File: config.mk
export PLATFORM = sky130hd
export DESIGN_NAME = vga_scan_timing
export DESIGN_NICKNAME = d
export VERILOG_FILES = /design/src/rtl/vga_scan_timing.sv
export SDC_FILE = /design/constraint.sdc
export NUM_CORES = 1
export LEC_CHECK = 0
export BUFFER_PORTS_ARGS = -buffer_cell sky130_fd_sc_hd__buf_4
export CAP_MARGIN = 15
export CORE_ASPECT_RATIO = 0.75
export CORE_MARGIN = 8
export CORE_UTILIZATION = 50
export CTS_CLUSTER_SIZE = 16
export DETAILED_ROUTE_END_ITERATION = 10
export HOLD_SLACK_MARGIN = 0.03
export PLACE_DENSITY = 0.78
export SLEW_MARGIN = 15
export SYNTH_ARGS = -nofsm -noshare
export SYNTH_HDL_FRONTEND = slang
export SYNTH_SLANG_ARGS = --single-unit
File: constraint.sdc
create_clock -name i_clk -period 7.1 [get_ports i_clk]
set_input_delay 0.71 -clock i_clk [delete_from_list [all_inputs] [get_ports i_clk]]
set_output_delay 0.71 -clock i_clk [all_outputs]
set_load 0.05 [all_outputs]
File: src/rtl/vga_scan_timing.sv
`default_nettype none
// ============================================================================
//  Module   : vga_scan_timing
//  Purpose  : VGA raster timing generator. Produces pixel coordinates for the
//             renderer chain, takes the combined colour back in the same cycle,
//             and registers colour together with HS/VS/BLANK_N so every pin
//             leaves on the same clock edge. A frame-start strobe marks (0,0)
//             so upstream logic can update shape parameters.
//  Ports    : i_clk, i_rst_n (sync, active-low), i_en (advance / freeze)
//             i_pix_R/G/B   colour for the current o_VGA_X/o_VGA_Y
//             o_VGA_X/Y     current visible coordinate (0 outside active)
//             o_active      current position is visible (combinational)
//             o_VGA_R/G/B, o_VGA_HS, o_VGA_VS, o_VGA_BLANK_N  registered pins
//             o_VGA_SYNC_N  tied low
//             o_frame_start one-cycle strobe while (0,0) is issued
//  Revision : 1.0  initial release
// ============================================================================
module vga_scan_timing #(
  parameter int   H_ACTIVE = 640,
  parameter int   H_FRONT  = 16,
  parameter int   H_SYNC   = 96,
  parameter int   H_BACK   = 48,
  parameter int   V_ACTIVE = 480,
  parameter int   V_FRONT  = 10,
  parameter int   V_SYNC   = 2,
  parameter int   V_BACK   = 33,
  parameter logic SYNC_POL = 1'b0
) (
  input  logic        i_clk,
  input  logic        i_rst_n,
  input  logic        i_en,
  input  logic [7:0]  i_pix_R,
  input  logic [7:0]  i_pix_G,
  input  logic [7:0]  i_pix_B,
  output logic [10:0] o_VGA_X,
  output logic [10:0] o_VGA_Y,
  output logic        o_active,
  output logic [7:0]  o_VGA_R,
  output logic [7:0]  o_VGA_G,
  output logic [7:0]  o_VGA_B,
  output logic        o_VGA_HS,
  output logic        o_VGA_VS,
  output logic        o_VGA_BLANK_N,
  output logic        o_VGA_SYNC_N,
  output logic        o_frame_start
);

  localparam int H_TOTAL = H_ACTIVE + H_FRONT + H_SYNC + H_BACK;
  localparam int V_TOTAL = V_ACTIVE + V_FRONT + V_SYNC + V_BACK;

  // Phase boundaries as 11-bit constants so all comparisons are width-matched.
  localparam logic [10:0] H_LAST     = 11'(H_TOTAL - 1);
  localparam logic [10:0] H_ACT_END  = 11'(H_ACTIVE);
  localparam logic [10:0] H_SYNC_BEG = 11'(H_ACTIVE + H_FRONT);
  localparam logic [10:0] H_SYNC_END = 11'(H_ACTIVE + H_FRONT + H_SYNC);
  localparam logic [10:0] V_LAST     = 11'(V_TOTAL - 1);
  localparam logic [10:0] V_ACT_END  = 11'(V_ACTIVE);
  localparam logic [10:0] V_SYNC_BEG = 11'(V_ACTIVE + V_FRONT);
  localparam logic [10:0] V_SYNC_END = 11'(V_ACTIVE + V_FRONT + V_SYNC);

  // Counters are 11 bits wide; larger timings cannot be represented.
  if (H_TOTAL > 2047) begin : g_h_total_check
    $error("vga_scan_timing: H_TOTAL exceeds 2047");
  end
  if (V_TOTAL > 2047) begin : g_v_total_check
    $error("vga_scan_timing: V_TOTAL exceeds 2047");
  end

  typedef enum logic [1:0] {
    PH_ACTIVE = 2'd0,
    PH_FRONT  = 2'd1,
    PH_SYNC   = 2'd2,
    PH_BACK   = 2'd3
  } phase_e;

  function automatic phase_e h_phase_of(input logic [10:0] cnt);
    if (cnt < H_ACT_END)       return PH_ACTIVE;
    else if (cnt < H_SYNC_BEG) return PH_FRONT;
    else if (cnt < H_SYNC_END) return PH_SYNC;
    else                       return PH_BACK;
  endfunction

  function automatic phase_e v_phase_of(input logic [10:0] cnt);
    if (cnt < V_ACT_END)       return PH_ACTIVE;
    else if (cnt < V_SYNC_BEG) return PH_FRONT;
    else if (cnt < V_SYNC_END) return PH_SYNC;
    else                       return PH_BACK;
  endfunction

  logic [10:0] h_cnt_q, h_cnt_d;
  logic [10:0] v_cnt_q, v_cnt_d;
  phase_e      h_phase_q, v_phase_q;
  logic [7:0]  r_q, g_q, b_q;
  logic        hs_q, vs_q, blank_n_q;
  logic        w_active;

  // Next position: the line counter wraps every H_TOTAL clocks and only then
  // is the frame counter allowed to step.
  always_comb begin
    h_cnt_d = h_cnt_q;
    v_cnt_d = v_cnt_q;
    if (i_en) begin
      if (h_cnt_q == H_LAST) begin
        h_cnt_d = 11'd0;
        if (v_cnt_q == V_LAST) v_cnt_d = 11'd0;
        else                   v_cnt_d = v_cnt_q + 11'd1;
      end else begin
        h_cnt_d = h_cnt_q + 11'd1;
      end
    end
  end

  // Phase registers always describe the current counter values: they are
  // loaded from the phase of the next count, so they never lag by a cycle.
  assign w_active = (h_phase_q == PH_ACTIVE) && (v_phase_q == PH_ACTIVE);

  always_ff @(posedge i_clk) begin
    if (!i_rst_n) begin
      h_cnt_q   <= 11'd0;
      v_cnt_q   <= 11'd0;
      h_phase_q <= h_phase_of(11'd0);
      v_phase_q <= v_phase_of(11'd0);
      r_q       <= 8'd0;
      g_q       <= 8'd0;
      b_q       <= 8'd0;
      blank_n_q <= 1'b0;
      hs_q      <= ~SYNC_POL;
      vs_q      <= ~SYNC_POL;
    end else if (i_en) begin
      h_cnt_q   <= h_cnt_d;
      v_cnt_q   <= v_cnt_d;
      h_phase_q <= h_phase_of(h_cnt_d);
      v_phase_q <= v_phase_of(v_cnt_d);
      // Colour and syncs are captured on the same edge so the pins stay
      // mutually aligned one clock after the coordinate was issued.
      r_q       <= w_active ? i_pix_R : 8'd0;
      g_q       <= w_active ? i_pix_G : 8'd0;
      b_q       <= w_active ? i_pix_B : 8'd0;
      blank_n_q <= w_active;
      hs_q      <= (h_phase_q == PH_SYNC) ? SYNC_POL : ~SYNC_POL;
      vs_q      <= (v_phase_q == PH_SYNC) ? SYNC_POL : ~SYNC_POL;
    end
  end

  assign o_active      = w_active;
  assign o_VGA_X       = w_active ? h_cnt_q : 11'd0;
  assign o_VGA_Y       = w_active ? v_cnt_q : 11'd0;
  assign o_frame_start = (h_cnt_q == 11'd0) && (v_cnt_q == 11'd0) && i_en;

  assign o_VGA_R       = r_q;
  assign o_VGA_G       = g_q;
  assign o_VGA_B       = b_q;
  assign o_VGA_HS      = hs_q;
  assign o_VGA_VS      = vs_q;
  assign o_VGA_BLANK_N = blank_n_q;
  assign o_VGA_SYNC_N  = 1'b0;

endmodule
`default_nettype wire

=== Word-level counts from Yosys, hierarchy flattened ===
Index checks and enable logic that the tools add are counted.

* Input port bits: 27
* Output and inout port bits: 52
* Logic and storage cells: 47
* Flip-flop bits (word level): 53

* Reductions and logical operators: 7
* $add $sub $neg: 2
* Order comparisons: 6
* Mux-type cells: 18
* Equal/unequal tests: 4

{| class="wikitable"
|+ Operator list
! operator !! number
|-
| $mux W11 || 7
|-
| $lt A11 B10 Y1 const B || 3
|-
| $lt A11 B9 Y1 const B || 3
|-
| $mux W8 || 3
|-
| $add A11 B1 Y11 const B || 2
|-
| $eq A11 B10 Y1 const B || 2
|-
| $logic_not A11 Y1 || 2
|-
| $mux W2 || 4
|-
| $eq A2 B2 Y1 const B || 2
|-
| $logic_not A2 Y1 || 2
|-
| $mux W1 || 4
|-
| $logic_and A1 B1 Y1 || 3
|}

=== Logic depth before layout (Yosys ltp) ===
Gate-level depths: netlist of run 1.

* Depth in word-level cells: 8
* Depth in mapped cells: 9
* Depth with buffers taken out: 9

=== Worst setup path after synthesis of run 1 ===
No wires, ideal clock.

* Path type: input port to output port
* Start: input port i_en
* End: output port o_frame_start
* Buffers on the path: 1
* Data required time: 6.390 ns
* Data arrival time: 2.595 ns
* Setup slack: 3.795 ns
* Cell stages on the path: 3
* Cell sequence: clkinv_1 -> buf_6 -> nor4_1

* Longest elaborated chain between the ends: 1

{| class="wikitable"
|+ Ends and longest elaborated chain
! element !! line !! text
|-
| from (decl) || 31 || <nowiki>input logic i_en,</nowiki>
|-
| $logic_and A1 B1 Y1 || 148 || <nowiki>assign o_frame_start = (h_cnt_q == 11'd0) && (v_cnt_q == 11'd0) && i_en;</nowiki>
|-
| to (decl) || 45 || <nowiki>output logic o_frame_start</nowiki>
|}

No other way between the ends.

=== Worst setup path in the final report of run 1 ===
* Start: input port i_en
* End: register v_phase_q[1]

* Longest elaborated chain between the ends: 4
* Elaborated cells between the ends (all ways): 5
* Those cells by class: 2 x order compare; 3 x mux

{| class="wikitable"
|+ Ends and longest elaborated chain
! element !! line !! text
|-
| $mux W11 || 102 || <nowiki>if (i_en) begin</nowiki>
|-
| $lt A11 B9 Y1 || 85 || <nowiki>else if (cnt < V_SYNC_BEG) return PH_FRONT;</nowiki>
|-
| $mux W2 || 85 ||
|-
| $mux W2 || 84 || <nowiki>if (cnt < V_ACT_END) return PH_ACTIVE;</nowiki>
|-
| to (signal assigned) || 122 || <nowiki>v_phase_q <= v_phase_of(11'd0);</nowiki>
|-
| to (signal assigned) || 133 || <nowiki>v_phase_q <= v_phase_of(v_cnt_d);</nowiki>
|-
| to (decl) || 92 || <nowiki>phase_e h_phase_q, v_phase_q;</nowiki>
|}

Several ways; a longest one is shown, not always the timed one.
A chain may end at the register's enable or synchronous reset.

==> flow_summary.json, run 1 <==
{
  "yosysSeqAreaShare_pct": 40.3,
  "ctsLongestPathBuffers": 2,
  "critPathKind": "in -> reg",
  "yosysTopAreaCellShare_pct": 40.3,
  "routed_wl_mm": 6.79,
  "tightest_slew_ps": 946,
  "required_ps": 7340,
  "synth-edff-count": 0,
  "ys_top_cells_by_area": "dfxtp_1 (40%), nand3_1 (6.5%), nand2_1 (6.4%)",
  "holdCritPathClass": "reg -> reg",
  "synth_ff_type": "dfxtp_1",
  "numCtsBuffers": 5,
  "grt_overflow_total": 0,
  "ys_top_cells_by_count": "dfxtp_1 (53), nand2_1 (45), nand3_1 (34)",
  "cts_resized": 0,
  "clockPowerShare_pct": 28.8,
  "p_int_uw": 408,
  "async_flop_share_pct": 0,
  "worstPathArrival_ps": 3770,
  "switching_share_pct": 29.3,
  "core-area_um2": 5210,
  "nFillCells": 469,
  "area_growth_pct": 24.7,
  "routedWlPerCell_um": 14.5,
  "num_io_pins": 79,
  "maxSlewViolCount": 0,
  "syn_area_um2": 2630,
  "post_cts_buffers": 0,
  "hold_violations": 0,
  "tns_ps": 0,
  "dp_hpwl_mm": 4.88,
  "ir_drop_v": 0.000134,
  "syn_nets": 361,
  "path_max_fanout": 41,
  "clock_sink_count": 53,
  "slew-limit-headroom_pct": 36.5,
  "yosysTopAreaCell": "dfxtp_1",
  "ys_types": 50,
  "ant_nets": 0,
  "cts_tree": "yes",
  "seqPwrFrac_pct": 54.1,
  "initial_core_util_pct": 50.6,
  "rsz0062_at_grt": "false",
  "fin_nets": 423,
  "yosys_warnings": 0,
  "crit_path_end_kind": "flop",
  "diodes": 0,
  "fin_skew_ps": 2.36,
  "cap_violations": 0,
  "fin_area_um2": 3280,
  "viasPerCell": 5.30,
  "grtUsageTotal_pct": 17.2,
  "layout-drive-gt1-share_pct": 24.7,
  "grt_max_degree": 49,
  "hold_buffers": 0,
  "p_comb_share_pct": 17.0,
  "num_vias": 2480,
  "die_y_um": 78.9,
  "fmax_mhz": 284,
  "drc": 0,
  "h-tree-depth": 2,
  "die_area_um2": 7870,
  "fp-row-count": 23,
  "powerDensity_nw_per_um2": 176,
  "dr.first_iter.drc_count": 97,
  "power_switching_uw": 169,
  "path_clk_slew_ps": 90,
  "p_leak_uw": 0.00134,
  "min_period_over_period_pct": 49.7,
  "crit_path_start_kind": "primary input",
  "firstDrtPassIters": 5,
  "io_buffer_count": 77,
  "setup_viol": 0,
  "place_congestion": 0.852,
  "antenna_found_initial": 0,
  "synth.most_common_cell": "dfxtp_1",
  "status": "complete, no violations",
  "die_x_um": 99.8,
  "grt_pass1_vias": 2353,
  "ys_ff_latch": 53,
  "period_minus_slack_ps": 3530,
  "placed_area_um2": 3200,
  "root_buffer": "clkbuf_8",
  "syn-mean-instance-area_um2": 7.98,
  "clk_latency_ps": 300,
  "syn_inst": 330,
  "grt_pass1_wl_mm": 11.3
}
power by group through the flow:
stage	Sequential, uW	Clock [uW]	Combinational, uW
4_1_cts	313	172	99.6
5_1_grt	314	184	106
6_report	313	166	98.5
2_1_floorplan	345	0	39.7
3_5_place_dp	320	0	99.5
3_3_place_gp	320	0	98.1
cell families (layout without fill, tap and decap cells):
group | after synthesis | in the layout | share of synthesized area, %
compound gates | 55 | 55 | 12.6
xor+xnor | 15 | 15 | 4.99
fa+ha+maj | 4 | 4 | 1.90
buf+inv | 31 | 94 | 5.84
flops | 53 | 53 | 40.3
mux | 2 | 2 | 0.760
other cells | 1 | 1 | 0.142
simple gates | 169 | 169 | 33.4
cells in the final DEF (no fill, tap or decap), drive strengths merged, types with 2 or more instances in the layout:
cell,n
nand4,8
nand2,45
mux2i,2
or4,2
nor2b,3
a21o,2
nor4b,2
nor3,9
buf,78
a31oi,3
and4,3
ha,4
xnor2,7
inv,6
or3,2
a21oi,31
clkinvlp,2
clkbuf,6
nor4,4
and3,3
nand3,34
o21ai,9
and2,24
clkinv,2
dfxtp,53
nor2,27
o22ai,2
xor2,8
and2b,2
critical path, cell delays in order:
cell and delay (ps):
buf_4 330, clkinv_1 860, nor4_4 800, a311oi_1 180
a311o_2 430, and2b_1 190, nor2b_1 130, o21ai_1 130
sequential cells by signal, indices dropped and copies added, names as in the netlist:
register / count
o_VGA_R: 8
v_cnt_q: 11
h_phase_q: 2
o_VGA_G: 8
o_VGA_VS: 1
o_VGA_BLANK_N: 1
o_VGA_HS: 1
o_VGA_B: 8
v_phase_q: 2
h_cnt_q: 11
worst paths after layout:
kind	to	slack (ps)	depth (start not counted)	startpoint
setup / recovery	v_phase_q[1]	3570	8	i_en
hold / removal	o_VGA_G[0]	460	2	o_VGA_G[0]
setup reg to reg	v_phase_q[1]	4460	7	h_cnt_q[10]
hold reg to reg	o_VGA_G[0]	460	2	o_VGA_G[0]
through the flow:
stage / power (uW) / hold WS [ps] / std cells / setup WS, ps / util, %
floorplan: 385 / 466 / 330 / 3790 / -
global placement: 418 / 450 / 460 / 3350 / 61.4
detailed placement: 419 / 454 / 460 / 3310 / 61.4
CTS: 585 / 468 / 468 / 3630 / 63.0
global route: 605 / 488 / 468 / 3340 / 63.0
finish: 578 / 464 / 468 / 3570 / 63.0
routing by layer:
layer	up-vias	wire length, um	track usage (%)
li1	1252	-	-
met1	1148	3100	21.7
met2	76	3150	27.6
met3	4	507	5.68
met4	0	30	4.37
met5	-	0	0
final cells by class:
cell class,instances,area (um2),area share [%]
tap,75,93.8,2.86
multi-input combinational,246,1430,43.4
inverter,8,30.0,0.915
clock buffer,6,72.6,2.21
timing repair buffer,78,586,17.8
sequential,53,1060,32.3
clock inverter,2,15.0,0.457
Power figures use the tool's default switching activity.
==> run 2, diff against run 1 <==
--- a/config.mk
+++ b/config.mk
@@ -9,11 +9,11 @@
 export CAP_MARGIN = 15
 export CORE_ASPECT_RATIO = 0.75
 export CORE_MARGIN = 8
-export CORE_UTILIZATION = 50
+export CORE_UTILIZATION = 46
 export CTS_CLUSTER_SIZE = 16
 export DETAILED_ROUTE_END_ITERATION = 10
 export HOLD_SLACK_MARGIN = 0.03
-export PLACE_DENSITY = 0.78
+export PLACE_DENSITY = 0.75
 export SLEW_MARGIN = 15
 export SYNTH_ARGS = -nofsm -noshare
 export SYNTH_HDL_FRONTEND = slang
==> constraint.sdc (replaced) <==
create_clock -name i_clk -period 3 [get_ports i_clk]
set_input_delay 0.3 -clock i_clk [delete_from_list [all_inputs] [get_ports i_clk]]
set_output_delay 0.3 -clock i_clk [all_outputs]
set_load 0.05 [all_outputs]
==> run 2 against run 1 <==
Compared with the run above: routed wire length increased by 2.0%; critical path depth decreased by 1; sequential share of layout area decreased by 0.84 points; largest cell class unchanged; die area increased by 7.1%; critical endpoint unchanged; total power increased to 2.7 times the previous value.
==> flow_summary.json, run 2 (synthesized netlist as in run 1, its figures left out) <==
{
  "crit_end": "v_phase_q[1]",
  "totalPowerFinal_uw": 1550,
  "cap_violations": 0,
  "cp_cell_sequence": "or4_4 > or4_4 > nor4b_1 > a21oi_1 > a41oi_1 > nor2b_1 > o21ai_1",
  "layout_commonest_cell": "buf_4",
  "worstPathArrival_ps": 2810,
  "numCtsBuffers": 5,
  "slew-limit-headroom_pct": 63.4,
  "die_area_um2": 8430,
  "setup_viol": 0,
  "grtUsageTotal_pct": 16.5,
  "path_max_fanout": 13,
  "crit_path_end_kind": "flop",
  "fin_util_pct": 59.4,
  "tns_ps": 0,
  "reg2reg_depth": 7,
  "powerDensity_nw_per_um2": 459,
  "drc": 0,
  "num_io_pins": 79,
  "grt_pass1_wl_mm": 11.2,
  "clock_sink_count": 53,
  "antenna_found_initial": 0,
  "die_y_um": 81.5,
  "dp_hpwl_mm": 5.15,
  "layout-drive-gt1-share_pct": 25.9,
  "r2r_start": "h_cnt_q[10]",
  "grt_pass1_vias": 2301,
  "core-area_um2": 5680,
  "placed_area_um2": 3240,
  "crit_slowest_cell": "or4_4",
  "multiInputGateArea_um2": 1430,
  "die_x_um": 103,
  "place_congestion": 0.881,
  "tightest_slew_ps": 541,
  "min_period_over_period_pct": 85.5,
  "hold_violations": 0,
  "critPathKind": "reg -> reg",
  "crit_path_start_kind": "flop",
  "required_ps": 3240,
  "diodes": 0,
  "period_minus_slack_ps": 2560,
  "regArea_um2": 1060,
  "routed_wl_mm": 6.93,
  "fin_area_um2": 3370,
  "clk_latency_ps": 310,
  "h-tree-depth": 2,
  "final_cell_mix": "buf_4 (83), dfxtp_1 (53), nand2_1 (45)",
  "critPathMaxStageDelay_ps": 640,
  "firstDrtPassIters": 4,
  "root_buffer": "clkbuf_8",
  "ant_nets": 0,
  "fmax_mhz": 390,
  "ir_drop_v": 0.000358,
  "crit_family": "simple AND/OR/NAND/NOR gates",
  "grt_overflow_total": 0,
  "pre_cts_slack_ps": 447,
  "area_growth_pct": 28.0,
  "fp-row-count": 24,
  "p_leak_uw": 0.00139,
  "critPathBufInv": 0,
  "hp-start": "i_rst_n",
  "r2r_slack_ps": 440,
  "num_vias": 2498,
  "io_buffer_count": 77,
  "setup_slack_ps": 435,
  "hold_buffers": 0,
  "rsz0062_at_grt": "false",
  "maxSlewViolCount": 0,
  "nFillCells": 520,
  "crit_top_cell": "or4_4",
  "post_cts_buffers": 0,
  "routedWlPerCell_um": 14.6,
  "path_clk_slew_ps": 90,
  "fin_nets": 428,
  "viasPerCell": 5.25,
  "dr.first_iter.drc_count": 124,
  "fin_skew_ps": 4.09,
  "ctsLongestPathBuffers": 2,
  "cts_tree": "yes",
  "worstReg2RegEnd": "v_phase_q[1]",
  "status": "complete, no violations",
  "initial_core_util_pct": 46.4,
  "grt_max_degree": 41,
  "holdCritPathClass": "in -> reg",
  "cp.depth": 7,
  "cts_resized": 0,
  "largest_registers": "h_cnt_q (11), v_cnt_q (11)",
  "startpoint": "h_cnt_q[10]"
}
## run 2: cell count changes in the layout (fill, tap and decap cells not counted), sizes merged
cell / before / now
clkinvlp: 2 / 0
clkbuf: 6 / 5
bufinv: 0 / 2
clkinv: 2 / 3
buf: 78 / 83
## run 2: metal layers
layer,track usage (%),up-vias,wire length (um)
met3,3.73,13,494
met4,6.76,0,133
met5,0,-,0
li1,-,1266,-
met1,22.0,1132,3180
met2,25.2,87,3120
## run 2: worst min path at each step
stage | cells past startpoint | end
final | 2 | o_VGA_HS
after global routing | 2 | o_VGA_VS
after CTS | 2 | o_VGA_HS
after detailed placement | 2 | o_VGA_G[2]
after global placement | 2 | o_VGA_B[7]
after floorplan | 2 | o_VGA_B[0]
## run 2: report_power, final
group	switching [uW]	leakage [uW]	internal, uW
Sequential	13.9	0.000431	726
Combinational	160	0.000892	81.3
Clock	235	0.0000681	331
## run 2: cell type report
cell class                      count  share of cell area (%)
Multi-Input combinational cell    246                    42.3
Inverter                            8                   0.891
Sequential cell                    53                    31.5
Clock buffer                        5                    2.04
Clock inverter                      3                    1.93
Timing Repair Buffer               83                    18.5
Tap cell                           78                    2.90
## run 2: stage by stage
stage / std cells / hold slack, ps
after global placement: 468 / 449
after detailed placement: 468 / 452
after floorplan: 330 / 464
after CTS: 476 / 220
after global routing: 476 / 223
final: 476 / 227
